--- src/rtl/cnt_cmd_sched.sv ---
// Merges button and UART commands into a run/stop/clear sequence and queues UART acknowledgements.
// Latency: a request sampled at one edge shows up on the outputs right after that edge; an ack appears 1 cycle after rx_valid.
// Backpressure: one-entry tx slot; an ack that finds the slot full and not draining is dropped and o_drop pulses.
module cnt_cmd_sched #(
  parameter int CLR_CYCLES = 4,
  parameter int CNT_W      = 3
) (
  input  logic       clk,
  input  logic       reset,
  input  logic       btn_run,
  input  logic       btn_clr,
  input  logic       rx_valid,
  input  logic [7:0] rx_data,
  input  logic       tx_ready,
  output logic       tx_valid,
  output logic [7:0] tx_data,
  output logic       o_run_on,
  output logic       o_clr_on,
  output logic       o_drop
);

  typedef enum logic [1:0] {
    ST_STOP  = 2'd0,
    ST_RUN   = 2'd1,
    ST_CLEAR = 2'd2
  } state_t;

  localparam logic [CNT_W-1:0] CLR_LOAD = CNT_W'(CLR_CYCLES - 1);

  localparam logic [7:0] CH_R_UP = 8'h52;
  localparam logic [7:0] CH_C_UP = 8'h43;
  localparam logic [7:0] CH_S_UP = 8'h53;
  localparam logic [7:0] CH_CR   = 8'h0D;
  localparam logic [7:0] CH_LF   = 8'h0A;
  localparam logic [7:0] ACK_R   = 8'h72;
  localparam logic [7:0] ACK_S   = 8'h73;
  localparam logic [7:0] ACK_C   = 8'h63;
  localparam logic [7:0] ACK_BAD = 8'h3F;
  localparam logic [7:0] ACK_ARB = 8'h42;

  state_t           state, state_n;
  logic [CNT_W-1:0] cnt, cnt_n;
  logic [7:0]       rx_up;
  logic             uart_r, uart_c, uart_s, uart_eol;
  logic             btn_req;
  logic             ack_vld;
  logic [7:0]       ack_byte;
  logic [7:0]       state_chr;

  // Fold lowercase letters onto uppercase so decode is case-insensitive.
  always_comb begin
    rx_up = rx_data;
    if (rx_data >= 8'h61 && rx_data <= 8'h7A) begin
      rx_up = rx_data - 8'h20;
    end
  end

  assign uart_r   = rx_valid && (rx_up == CH_R_UP);
  assign uart_c   = rx_valid && (rx_up == CH_C_UP);
  assign uart_s   = rx_valid && (rx_up == CH_S_UP);
  assign uart_eol = (rx_data == CH_CR) || (rx_data == CH_LF);

  // A button request, when present, beats any UART run/clear command in the same cycle.
  assign btn_req = btn_run || (btn_clr && (state == ST_STOP));

  // Next-state, clear-duration counter and acknowledgement selection.
  always_comb begin
    state_n   = state;
    cnt_n     = cnt;
    ack_vld   = 1'b0;
    ack_byte  = 8'h00;
    state_chr = ACK_S;

    case (state)
      ST_STOP: begin
        if (btn_run) begin
          state_n = ST_RUN;
        end else if (btn_clr) begin
          state_n = ST_CLEAR;
          cnt_n   = CLR_LOAD;
        end else if (uart_r) begin
          state_n = ST_RUN;
        end else if (uart_c) begin
          state_n = ST_CLEAR;
          cnt_n   = CLR_LOAD;
        end
      end
      ST_RUN: begin
        state_chr = ACK_R;
        if (btn_run || uart_r) begin
          state_n = ST_STOP;
        end
      end
      ST_CLEAR: begin
        state_chr = ACK_C;
        if (cnt != '0) begin
          cnt_n = cnt - 1'b1;
        end else if (!btn_clr) begin
          state_n = ST_STOP;
        end
      end
      default: begin
        state_n = ST_STOP;
        cnt_n   = '0;
      end
    endcase

    if (uart_r || uart_c) begin
      ack_vld = 1'b1;
      if (btn_req) begin
        ack_byte = ACK_ARB;
      end else if (uart_r && state != ST_CLEAR) begin
        ack_byte = (state_n == ST_RUN) ? ACK_R : ACK_S;
      end else if (uart_c && state == ST_STOP) begin
        ack_byte = ACK_C;
      end else begin
        ack_byte = ACK_BAD;
      end
    end else if (uart_s) begin
      ack_vld  = 1'b1;
      ack_byte = state_chr;
    end else if (rx_valid && !uart_eol) begin
      ack_vld  = 1'b1;
      ack_byte = ACK_BAD;
    end
  end

  // State register, clear counter and the one-entry acknowledgement slot.
  always_ff @(posedge clk) begin
    if (reset) begin
      state    <= ST_STOP;
      cnt      <= '0;
      tx_valid <= 1'b0;
      tx_data  <= 8'h00;
      o_drop   <= 1'b0;
    end else begin
      state  <= state_n;
      cnt    <= cnt_n;
      o_drop <= 1'b0;
      if (ack_vld) begin
        if (!tx_valid || tx_ready) begin
          tx_valid <= 1'b1;
          tx_data  <= ack_byte;
        end else begin
          o_drop <= 1'b1;
        end
      end else if (tx_valid && tx_ready) begin
        tx_valid <= 1'b0;
      end
    end
  end

  assign o_run_on = (state == ST_RUN);
  assign o_clr_on = (state == ST_CLEAR);

endmodule
--- config.mk ---
export PLATFORM = sky130hd
export DESIGN_NAME = cnt_cmd_sched
export DESIGN_NICKNAME = d
export VERILOG_FILES = /design/src/rtl/cnt_cmd_sched.sv
export SDC_FILE = /design/constraint.sdc
export NUM_CORES = 1
export LEC_CHECK = 0
export ABC_CLOCK_PERIOD_IN_PS = 3100
export BUFFER_PORTS_ARGS = -buffer_cell sky130_fd_sc_hd__buf_2
export CAP_MARGIN = 0
export CORE_AREA = 2 2 42 44
export CTS_BUF_LIST = sky130_fd_sc_hd__clkbuf_8
export DETAILED_ROUTE_END_ITERATION = 12
export DIE_AREA = 0 0 44 46
export GPL_ROUTABILITY_DRIVEN = 1
export PLACE_DENSITY = 0.86
export SLEW_MARGIN = 25
export SYNTH_ARGS = -nofsm -noshare
export SYNTH_HDL_FRONTEND = slang
export SYNTH_SLANG_ARGS = --single-unit
--- constraint.sdc ---
create_clock -name clk -period 3.1 [get_ports clk]
set_clock_uncertainty 0.1 [all_clocks]
set_input_delay 0.31 -clock clk [delete_from_list [all_inputs] [get_ports clk]]
set_output_delay 0.31 -clock clk [all_outputs]
set_load 0.01 [all_outputs]
# Yosys cells after proc, flatten, opt, wreduce, memory -nomap -nowiden
# Index checks and enable logic that the tools add are counted.
dict set report totals {
  register_bits 15
  out_inout_bits 12
  word_cells 78
}
dict set report op_classes {
  addsub 2
  n_lt_le_gt_ge 2
  eq_ne 14
  n_mux 30
  n_bitwise 2
  reduce_logical 23
}
# cell count
set op_table {}
lappend op_table {{== test 8 x 7 -> 1 bit (second input constant)} 3}
lappend op_table {{two-way mux 8 bit} 3}
lappend op_table {{two-way mux 7 bit} 3}
lappend op_table {{== test 8 x 4 -> 1 bit (second input constant)} 2}
lappend op_table {{two-way mux 3 bit} 5}
lappend op_table {{two-way mux 2 bit} 7}
lappend op_table {{case mux 5 bit (2 select lines)} 1}
lappend op_table {{logical AND 1 bit} 9}
lappend op_table {{case mux 3 bit (3 select lines)} 1}
lappend op_table {{>= comparator 8 x 7 -> 1 bit (second input constant)} 1}
lappend op_table {{<= comparator 8 x 7 -> 1 bit (second input constant)} 1}
lappend op_table {{two-way mux 1 bit} 8}
lappend op_table {{subtractor 8 x 6 -> 8 bit (second input constant)} 1}
lappend op_table {{two-way mux 6 bit} 1}
lappend op_table {{inequality test 3 bit (second input constant)} 2}
lappend op_table {{case mux 2 bit (3 select lines)} 1}
lappend op_table {{logical OR 1 bit} 5}
lappend op_table {{AND reduction 5 bit} 1}
lappend op_table {{== test 2 x 1 -> 1 bit (second input constant)} 2}
lappend op_table {{inequality test 2 x 1 -> 1 bit (second input constant)} 2}
lappend op_table {{inequality test 2 bit (second input constant)} 2}
lappend op_table {{AND reduction 2 bit} 2}
lappend op_table {{nonzero test 3 bit} 1}
lappend op_table {{subtractor 3 x 1 -> 3 bit (second input constant)} 1}
lappend op_table {{other kinds (6)} 8}

# Logic depth before layout (Yosys ltp)
# Gate-level depths: netlist (run 1).
dict set report logic_depth {
  word_depth 15
  mapped_depth 7
  mapped_depth_nobuf 7
}

# Least setup slack after synthesis (run 1)
# No wires, ideal clock.
dict set report synth_timing {
  path_type {input to register}
  from {input rx_data[5]}
  to {register state[0]}
  setup_ns 0.091
  arrival_time_ns 1.565
  required_time_ns 2.909
  path_slack_ns 1.344
  cell_stages 6
  cell_sequence {inv_1 > ha_1 > o21ai_4 > nand3_4 > or4_1 > a311oi_1}
}
dict set report synth_via {
  elab_chain_cells 10
  word_cells_on_any_way 16
  classes_between {add/sub: 1; order compare: 2; eq/ne: 2; mux: 7; reduce/logical: 4}
}
# item line_no
set synth_lines {}
lappend synth_lines {{start: declaration} 13} ;# input logic [7:0] rx_data,
lappend synth_lines {{>= comparator 8 x 7 -> 1 bit or <= comparator 8 x 7 -> 1 bit (tied branches)} 53} ;# if (rx_data >= 8'h61 && rx_data <= 8'h7A) begin
lappend synth_lines {{logical AND 1 bit} 53}
lappend synth_lines {{two-way mux 8 bit (*)} 53}
lappend synth_lines {{== test 8 x 7 -> 1 bit} 59} ;# assign uart_c = rx_valid && (rx_up == CH_C_UP);
lappend synth_lines {{logical AND 1 bit} 59}
lappend synth_lines {{two-way mux 2 bit} 83} ;# end else if (uart_c) begin
lappend synth_lines {{two-way mux 2 bit} 81} ;# end else if (uart_r) begin
lappend synth_lines {{two-way mux 2 bit} 78} ;# end else if (btn_clr) begin
lappend synth_lines {{two-way mux 2 bit} 76} ;# if (btn_run) begin
lappend synth_lines {{case mux 2 bit (3 select lines) (*)} 74} ;# case (state)
lappend synth_lines {{end signal: assignment} 137} ;# state <= state_n;
lappend synth_lines {{end: declaration} 41} ;# state_t state, state_n;
# Mark *: on every way between the ends. The rest lies on a longest branch, timed or not.
# A chain may end at the register's enable or synchronous reset.

# Worst setup path after layout (run 1)
# Ends and elaborated chain as after synthesis.

==> results of run 1 <==
-- layer usage --
metal  global-route usage  vias up
met2                0.412       43
met4                0.188        0
li1                     -      411
met3               0.0476        7
met5                    0        -
met1                0.258      393
-- stage by stage --
stage          total power [mW]  hold WS (ps)  worst slack [ps]
6_report                  0.445           234              1290
5_1_grt                   0.465           263              1190
4_1_cts                   0.444           238              1300
3_5_place_dp              0.290           343              1050
3_3_place_gp              0.285           330              1150
2_1_floorplan             0.259           335              1340
-- synth_stat cells --
cell type and n:
inv_1 10, buf_4 3, a31o_2 1, or2_1 1, and3_2 2, o21ai_4 1, mux2i_1 3, nand2b_1 4
a21oi_1 3, a22oi_1 1, buf_6 1, dfxtp_1 13, nand2_1 11, o31ai_1 1, nand4_1 1, nand3b_1 1
and2b_1 2, nor2_1 6, nand3_4 1, and4bb_1 1, and3b_1 1, or2b_1 1, nor4b_1 1, a311oi_1 1
nand3_1 2, nor3_1 5, o21ai_0 2, conb_1 1, a32o_1 1, o32ai_1 1, nor3b_1 1, o41ai_2 1
ha_1 3, o2111ai_1 1, or4_1 1, or3_1 1, nor2b_1 4, o311a_1 2, o211ai_1 1, a221oi_1 3
-- area by class of cell --
cell class                 count  area, um^2
clock inverter                 1        3.75
timing repair buffer          24         120
multi-input combinational     74         518
sequential                    13         260
fill                         150         612
clock buffer                   3        41.3
tap                           17        21.3
inverter                      10        37.5
-- path summary, 6_finish.rpt --
path / start / endpoint / slack, ps
worst max-delay path: rx_data[5] / state[0]$_SDFF_PP0_ / 1290
worst min-delay path: rx_valid / o_drop$_SDFF_PP0_ / 230
worst max register to register: state[1]$_SDFF_PP0_ / tx_data[3]$_SDFFE_PP0P_ / 1360
worst min register to register: tx_data[1]$_SDFFE_PP0P_ / tx_data[1]$_SDFFE_PP0P_ / 350
-- worst register-to-register path, cell delays in order, from the launching register on --
cell and delay [ps]:
dfxtp_1 510, nor2_1 130, a21oi_1 320, o2111ai_1 220
a221oi_1 350
-- power by group through the flow --
stage	Sequential (mW)	Combinational (mW)	Clock (mW)
final	0.189	0.0988	0.158
after global routing	0.190	0.112	0.163
after CTS	0.189	0.0985	0.157
after detailed placement	0.192	0.0973	0
after floorplan	0.192	0.0668	0
after global placement	0.191	0.0937	0
-- logic make-up (layout without fill, tap and decap cells) --
group,after synthesis,after routing,share of synthesized area
AND/OR/NAND/NOR,47,47,0.324
AO/OA/AOI/OAI,20,20,0.202
buffers and inverters,14,38,0.0839
flip-flops,13,13,0.306
adder cells (fa/ha/maj),3,3,0.0442
multiplexers,3,3,0.0353
other,1,1,0.00441
-- registers in the layout, summed over array words and instances, names as in the netlist --
register,count
tx_valid,1
state,2
tx_data,6
cnt,3
o_drop,1
==> flow_summary.ini, run 1 <==
[outcome]
status = finished, final reports clean

[clocking]
cts.repair.resized = 0
postCtsSetupBuffers = 0
cts_root_buf = clkbuf_8
clock_path_buffers = 2
postCtsHoldBufs = 0
cts_tree = built
clkLatencyLatePin_ps = 260
cts_buffers = 3
cts_sinks = 13
path_clk_slew_ps = 60
cts.htree.levels = 1

[timing]
period_needed_ps = 1810
hold_viol = 0
max_slew_margin = 0.640
tns_ps = 0
finalSetupViolations = 0
fin_crit_sh = 0.583
worstMarginPinSlew_ps = 534
fmax_mhz = 554
drv_slew = 0
grt_setup_unrepaired = false

[yosys]
mappedNetlistNets = 118
yosys_warnings = 0
yosysSeqAreaShare = 0.306
synthCells = 101
yosysTopAreaCell = dfxtp_1
ys_ff_latch = 13
netlist_top_cells_area = dfxtp_1 31%, nand2_1 4.9%, ha_1 4.4%
synth_area_um2 = 850
netlist.area_leader.share = 0.306
synth_cell_types = 40
syn_area_per_cell_um2 = 8.41

[power_and_ir_drop]
power.density_nw_per_um2 = 444
clockPowerShare = 0.354
swShare = 0.303
power.leakage_nw = 0.460
p_comb_frac = 0.222
seq_power_share = 0.424
internal_power_uw = 310
p_sw_uw = 135
ir_worst_vdd_mv = 0.231

[global_routing]
grt_pass1_wl_um = 3490
grt_use_total = 0.240
grt_overflow = 0
antenna_found_initial = 0
grt_pass1_vias = 841
grt_max_degree = 12

[die]
coreArea_um2 = 1610
io_pins = 26
num_rows = 15
fp.dieH_um = 46
initial_core_util = 0.526
dieArea_um2 = 2020
fp.dieW_um = 44

[drt]
routed.top_layer = met4
via_count = 854
avgViaCountPerCell = 6.01
drc_errors = 0
routed-wl-met2_um = 1030
wirelength_um = 2070
ant_nets = 0
drt_first_pass_iters = 5
met3_length_um = 116
wl_met1_um = 868
drt_iter0_markers = 20
wl_per_cell_um = 14.6

[layout]
stdcell_count = 142
syn2layout_area_growth_pct = 18.0
drive_gt1_frac = 0.264
diodes = 0
mostFrequentLayoutCell = buf_2
fin_util = 0.621
num-nets-final = 143
postLayoutCellArea_um2 = 1000
mostFrequentLayoutCells = 24 x buf_2, 13 x dfxtp_1, 11 x inv_1, 11 x nand2_1, 6 x nor2_1

[worst_setup_path]
cp_data_required_time_ps = 3160
worst-path-buf-inv = 2
end_kind = register
worstPathMaxFanout = 8
rr_worst_depth = 4
path_class = primary input to register
crit_chain = buf_2 -> inv_1 -> ha_1 -> o21ai_4 -> nand3_4 -> or4_1 -> a311oi_1
startpoint_type = primary input
cp.depth = 7
cpPeakStageDelay_ps = 430
cp.arrival_ps = 1870
cpMaxStageDelayCell = or4_1
cp_top_family = simple AND/OR/NAND/NOR gates

[place]
io_buffers = 24
placed_area_um2 = 957
hpwlAfterDp_um = 1540
placed_cells = 138
globalplace.congestion = 0.797

[worst_hold_path]
hold_depth = 3
hp-class = primary input to register

[job]
drv_cap = 0
No activity file was read; power rests on OpenSTA's default activity.
==> inputs of run 2 (changes only) <==
Settings changed: ABC_CLOCK_PERIOD_IN_PS 3100 to 1700, CORE_AREA 2 2 42 44 to 2 2 44 46, DIE_AREA 0 0 44 46 to 0 0 46 48, PLACE_DENSITY 0.86 to 0.79.
Clock period 3.1 ns to 1.7 ns, I/O delays scaled along.
==> run 2 against run 1 <==
Global-route usage shrank 3.2 points. Cell count grew 4.9%. Power grew 83%. Largest power group unchanged. Highest routed layer unchanged. Critical endpoint is now cnt[0]$_SDFFE_PP0P_. Wire length shrank 6.6%.
==> flow_summary.ini, run 2 (same netlist as run 1, synthesis figures left out) <==
[timing]
hold_viol = 0
fmax_mhz = 646
period_needed_ps = 1550
grt_setup_unrepaired = false
fin_crit_sh = 0.910
drv_slew = 0
holdWs_ps = 101
finalSetupViolations = 0

[place]
globalplace.congestion = 0.802
placed_cells = 145
io_buffers = 24
hpwlAfterDp_um = 1490

[job]
drv_cap = 0

[worst_setup_path]
cp_data_required_time_ps = 1770
rr_endpoint = cnt[0]$_SDFFE_PP0P_
r2r_start = cnt[0]$_SDFFE_PP0P_
r2r_slack_ps = 150
path_class = register to register
startpoint_type = register
worstPathMaxFanout = 3
rr_worst_depth = 8
cp.arrival_ps = 1620
cp-startpoint = cnt[0]$_SDFFE_PP0P_
end_kind = register

[layout]
diodes = 0
mostFrequentLayoutCell = buf_2
mostFrequentLayoutCells = 24 x buf_2, 12 x dfxtp_1, 11 x nand2_1
drive_gt1_frac = 0.326
largest_register_ffs = 6
regMostFlops = tx_data
num-nets-final = 150
stdcell_count = 149
syn2layout_area_growth_pct = 24.9
largest_registers = tx_data (6), cnt (3), state (2)

[drt]
wl_per_cell_um = 13.0
avgViaCountPerCell = 5.74
drt_first_pass_iters = 5
drt_iter0_markers = 41
drc_errors = 0
wirelength_um = 1930
ant_nets = 0
via_count = 855

[die]
initial_core_util = 0.503
num_rows = 15
fp.dieH_um = 48
fp.dieW_um = 46
io_pins = 26
dieArea_um2 = 2210
coreArea_um2 = 1690

[power_and_ir_drop]
seq_power_share = 0.419
power.density_nw_per_um2 = 768
total_power_uw = 815
clockPowerShare = 0.339
ir_worst_vdd_mv = 0.482
power.leakage_nw = 0.493
p_sw_uw = 235
p_comb_frac = 0.241
swShare = 0.289
internal_power_uw = 580

[outcome]
status = finished, final reports clean

[clocking]
cts_sinks = 13
clock_path_buffers = 2
cts.repair.resized = 0
clkLatencyLatePin_ps = 240
cts_tree = built
cts.htree.levels = 1
postCtsHoldBufs = 0
path_clk_slew_ps = 60
cts_root_buf = clkbuf_8
cts_buffers = 3
postCtsSetupBuffers = 0

[worst_hold_path]
min_to = o_drop$_SDFF_PP0_
min_from = rx_valid
hold_depth = 3
hp-class = primary input to register

[global_routing]
grt_use_total = 0.208
antenna_found_initial = 0
grt_max_degree = 12
grt_pass1_wl_um = 3220
grt_overflow = 0
grt_pass1_vias = 763
==> run 2: cell count changes in the layout (fill, tap and decap cells not counted) <==
| cell | change |
|---|---|
| clkinv_2 | +1 |
| inv_1 | -1 |
| a21oi_2 | +1 |
| a21oi_1 | -1 |
| dfxtp_1 | -1 |
| dfxtp_2 | +1 |
| buf_4 | +7 |
==> run 2: how the worst max path moves through the flow <==
stage	slack, ps	cells after the start	end
2_1_floorplan	80	6	state[0]$_SDFF_PP0_
3_3_place_gp	-0.7	7	state[0]$_SDFF_PP0_
3_5_place_dp	-50	7	state[0]$_SDFF_PP0_
4_1_cts	130	4	tx_data[3]$_SDFFE_PP0P_
5_1_grt	80	8	cnt[0]$_SDFFE_PP0P_
6_report	150	8	cnt[0]$_SDFFE_PP0P_
==> run 2: layout make-up <==
cell class / instances / area [um^2]
inverters: 10 / 37.5
flip-flops and latches: 13 / 262
multi-input cells: 74 / 522
well taps: 17 / 21.3
clock inverters: 1 / 5.00
repair buffers: 31 / 173
fillers: 165 / 628
clock buffers: 3 / 41.3
==> run 2: critical path, cell delays in order, from the launching register on <==
cell	delay, ps
dfxtp_1	350
inv_1	50
ha_1	190
ha_1	190
nand2b_1	80
a22oi_1	90
o41ai_2	70
buf_4	190
mux2i_1	170
==> run 2: power by group through the flow <==
| stage | logic [mW] | clock network, mW | registers (mW) |
|---|---|---|---|
| 3_3_place_gp | 0.189 | 0 | 0.346 |
| 6_report | 0.197 | 0.277 | 0.342 |
| 5_1_grt | 0.218 | 0.299 | 0.345 |
| 3_5_place_dp | 0.193 | 0 | 0.347 |
| 2_1_floorplan | 0.122 | 0 | 0.351 |
| 4_1_cts | 0.195 | 0.282 | 0.341 |
==> run 2: stage by stage <==
stage / worst slack (ps) / TNS (ps) / instance area (um^2) / utilization
floorplan: 84.1 / 0 / 850 / -
global placement: -0.697 / -0.697 / 1010 / 0.598
detailed placement: -53.0 / -53.0 / 1010 / 0.598
CTS: 133 / 0 / 1060 / 0.625
global route: 78.4 / 0 / 1060 / 0.628
finish: 153 / 0 / 1060 / 0.628
==> run 2: metal layers <==
layer / track usage / part of all wire
met1: 0.257 / 0.43
met2: 0.344 / 0.46
met3: 0.0302 / 0.090
met4: 0.120 / 0.014
met5: 0 / 0
==> inputs of run 3 (changes only) <==
Settings changed: MAX_ROUTING_LAYER set to met4, SLEW_MARGIN 25 to unset.
==> run 3 against run 2 <==
Register-to-register slack is essentially flat. Cell count is the same. Sequential cell count is the same. Global-route usage grew 0.67 points. Critical path type unchanged. Sequential share of layout area is the same. Via count grew 0.23%. First-iteration DRC count shrank 12%. Worst setup slack gained 11 ps. Maximum frequency grew 0.70%. Die area is the same. Combinational power is essentially flat. Sequential power is essentially flat.
==> flow_summary.ini, run 3 (same netlist as run 1, synthesis figures left out) <==
[drt]
avgViaCountPerCell = 5.75
drt_first_pass_iters = 4
drc_errors = 0
via_count = 857
drt_iter0_markers = 36
wirelength_um = 1930
wl_per_cell_um = 13.0
ant_nets = 0

[timing]
finalSetupViolations = 0
fmax_mhz = 651
fin_crit_sh = 0.904
hold_viol = 0
period_needed_ps = 1540
grt_setup_unrepaired = false
drv_slew = 0
fin_ws_ps = 163

[die]
fp.dieH_um = 48
coreArea_um2 = 1690
initial_core_util = 0.503
fp.dieW_um = 46
num_rows = 15
dieArea_um2 = 2210
io_pins = 26

[worst_setup_path]
r2r_start = cnt[0]$_SDFFE_PP0P_
startpoint_type = register
end_kind = register
cp.arrival_ps = 1610
cp-startpoint = cnt[0]$_SDFFE_PP0P_
r2r_slack_ps = 160
cp_data_required_time_ps = 1770
path_class = register to register
cp_top_family = adder cells
worstPathMaxFanout = 3
cpPeakStageDelay_ps = 350
crit_chain = inv_1 -> ha_1 -> ha_1 -> nand2b_1 -> a22oi_1 -> o41ai_2 -> buf_4 -> mux2i_1
critPathMostFrequentCell = ha_1
cpMaxStageDelayCell = dfxtp_1
worst-path-buf-inv = 2

[worst_hold_path]
min_from = rx_valid
hp-class = primary input to register

[job]
drv_cap = 0

[clocking]
clock_path_buffers = 2
cts_root_buf = clkbuf_8
cts.htree.levels = 1
path_clk_slew_ps = 60
cts_buffers = 3
cts_tree = built
postCtsSetupBuffers = 0
clkLatencyLatePin_ps = 240
cts_sinks = 13

[power_and_ir_drop]
ir_worst_vdd_mv = 0.482
power.density_nw_per_um2 = 768
total_power_uw = 815
power.leakage_nw = 0.493

[layout]
syn2layout_area_growth_pct = 24.9
largest_register_ffs = 6
num-nets-final = 150
drive_gt1_frac = 0.326
stdcell_count = 149
regMostFlops = tx_data
largest_registers = tx_data (6), cnt (3), state (2)
diodes = 0
fillers = 165
mostFrequentLayoutCells = 24 x buf_2, 12 x dfxtp_1, 11 x nand2_1
mostFrequentLayoutCell = buf_2

[global_routing]
grt_pass1_wl_um = 3220
grt_pass1_vias = 763
grt_overflow = 0
antenna_found_initial = 0
grt_use_total = 0.215
grt_max_degree = 12

[place]
pre_cts_slack_ps = -53.0
io_buffers = 24
hpwlAfterDp_um = 1490
globalplace.congestion = 0.814
placed_cells = 145

[outcome]
status = finished, final reports clean
## run 3: worst paths after layout
| kind | end | depth (start not counted) |
|---|---|---|
| min | o_drop$_SDFF_PP0_ | 3 |
| min reg2reg | tx_data[1]$_SDFFE_PP0P_ | 2 |
| max reg2reg | cnt[0]$_SDFFE_PP0P_ | 8 |
| max | cnt[0]$_SDFFE_PP0P_ | 8 |
## run 3: routing by layer
metal  vias up  wire length [um]  global-route usage
met5         -                 0                   -
met4         0                31               0.120
met3         6               182              0.0302
met2        50               885               0.344
met1       375               834               0.257
li1        426                 -                   -
## run 3: through the flow
step | TNS (ps) | utilization | hold WS (ps) | instance area (um^2)
finish | 0 | 0.628 | 102 | 1060
global route | 0 | 0.628 | 114 | 1060
CTS | 0 | 0.625 | 102 | 1060
detailed placement | -53.0 | 0.598 | 343 | 1010
global placement | -0.697 | 0.598 | 330 | 1010
floorplan | 0 | - | 212 | 850
## run 3: report_power, final
group	internal, mW	switching, mW	leakage [nW]
clock network	0.162	0.114	0.0255
logic	0.0902	0.107	0.360
registers	0.327	0.0141	0.108
## run 3: area by class of cell
cell class                      count  area, um^2  share of cell area
Multi-Input combinational cell     74         522               0.492
Clock buffer                        3        41.3              0.0389
Timing Repair Buffer               31         173               0.163
Clock inverter                      1        5.00             0.00472
Inverter                           10        37.5              0.0354
Sequential cell                    13         262               0.246
Tap cell                           17        21.3              0.0200
## run 3: tightest hold or removal path: stages
cell     delay [ps]
buf_2           120
nand2_1          70
nor3_1           40
## run 3: repair_timing
item	4_1_cts	5_1_grt
gates resized for setup	0	2
setup endpoints to repair	0	2
hold buffers	0	0
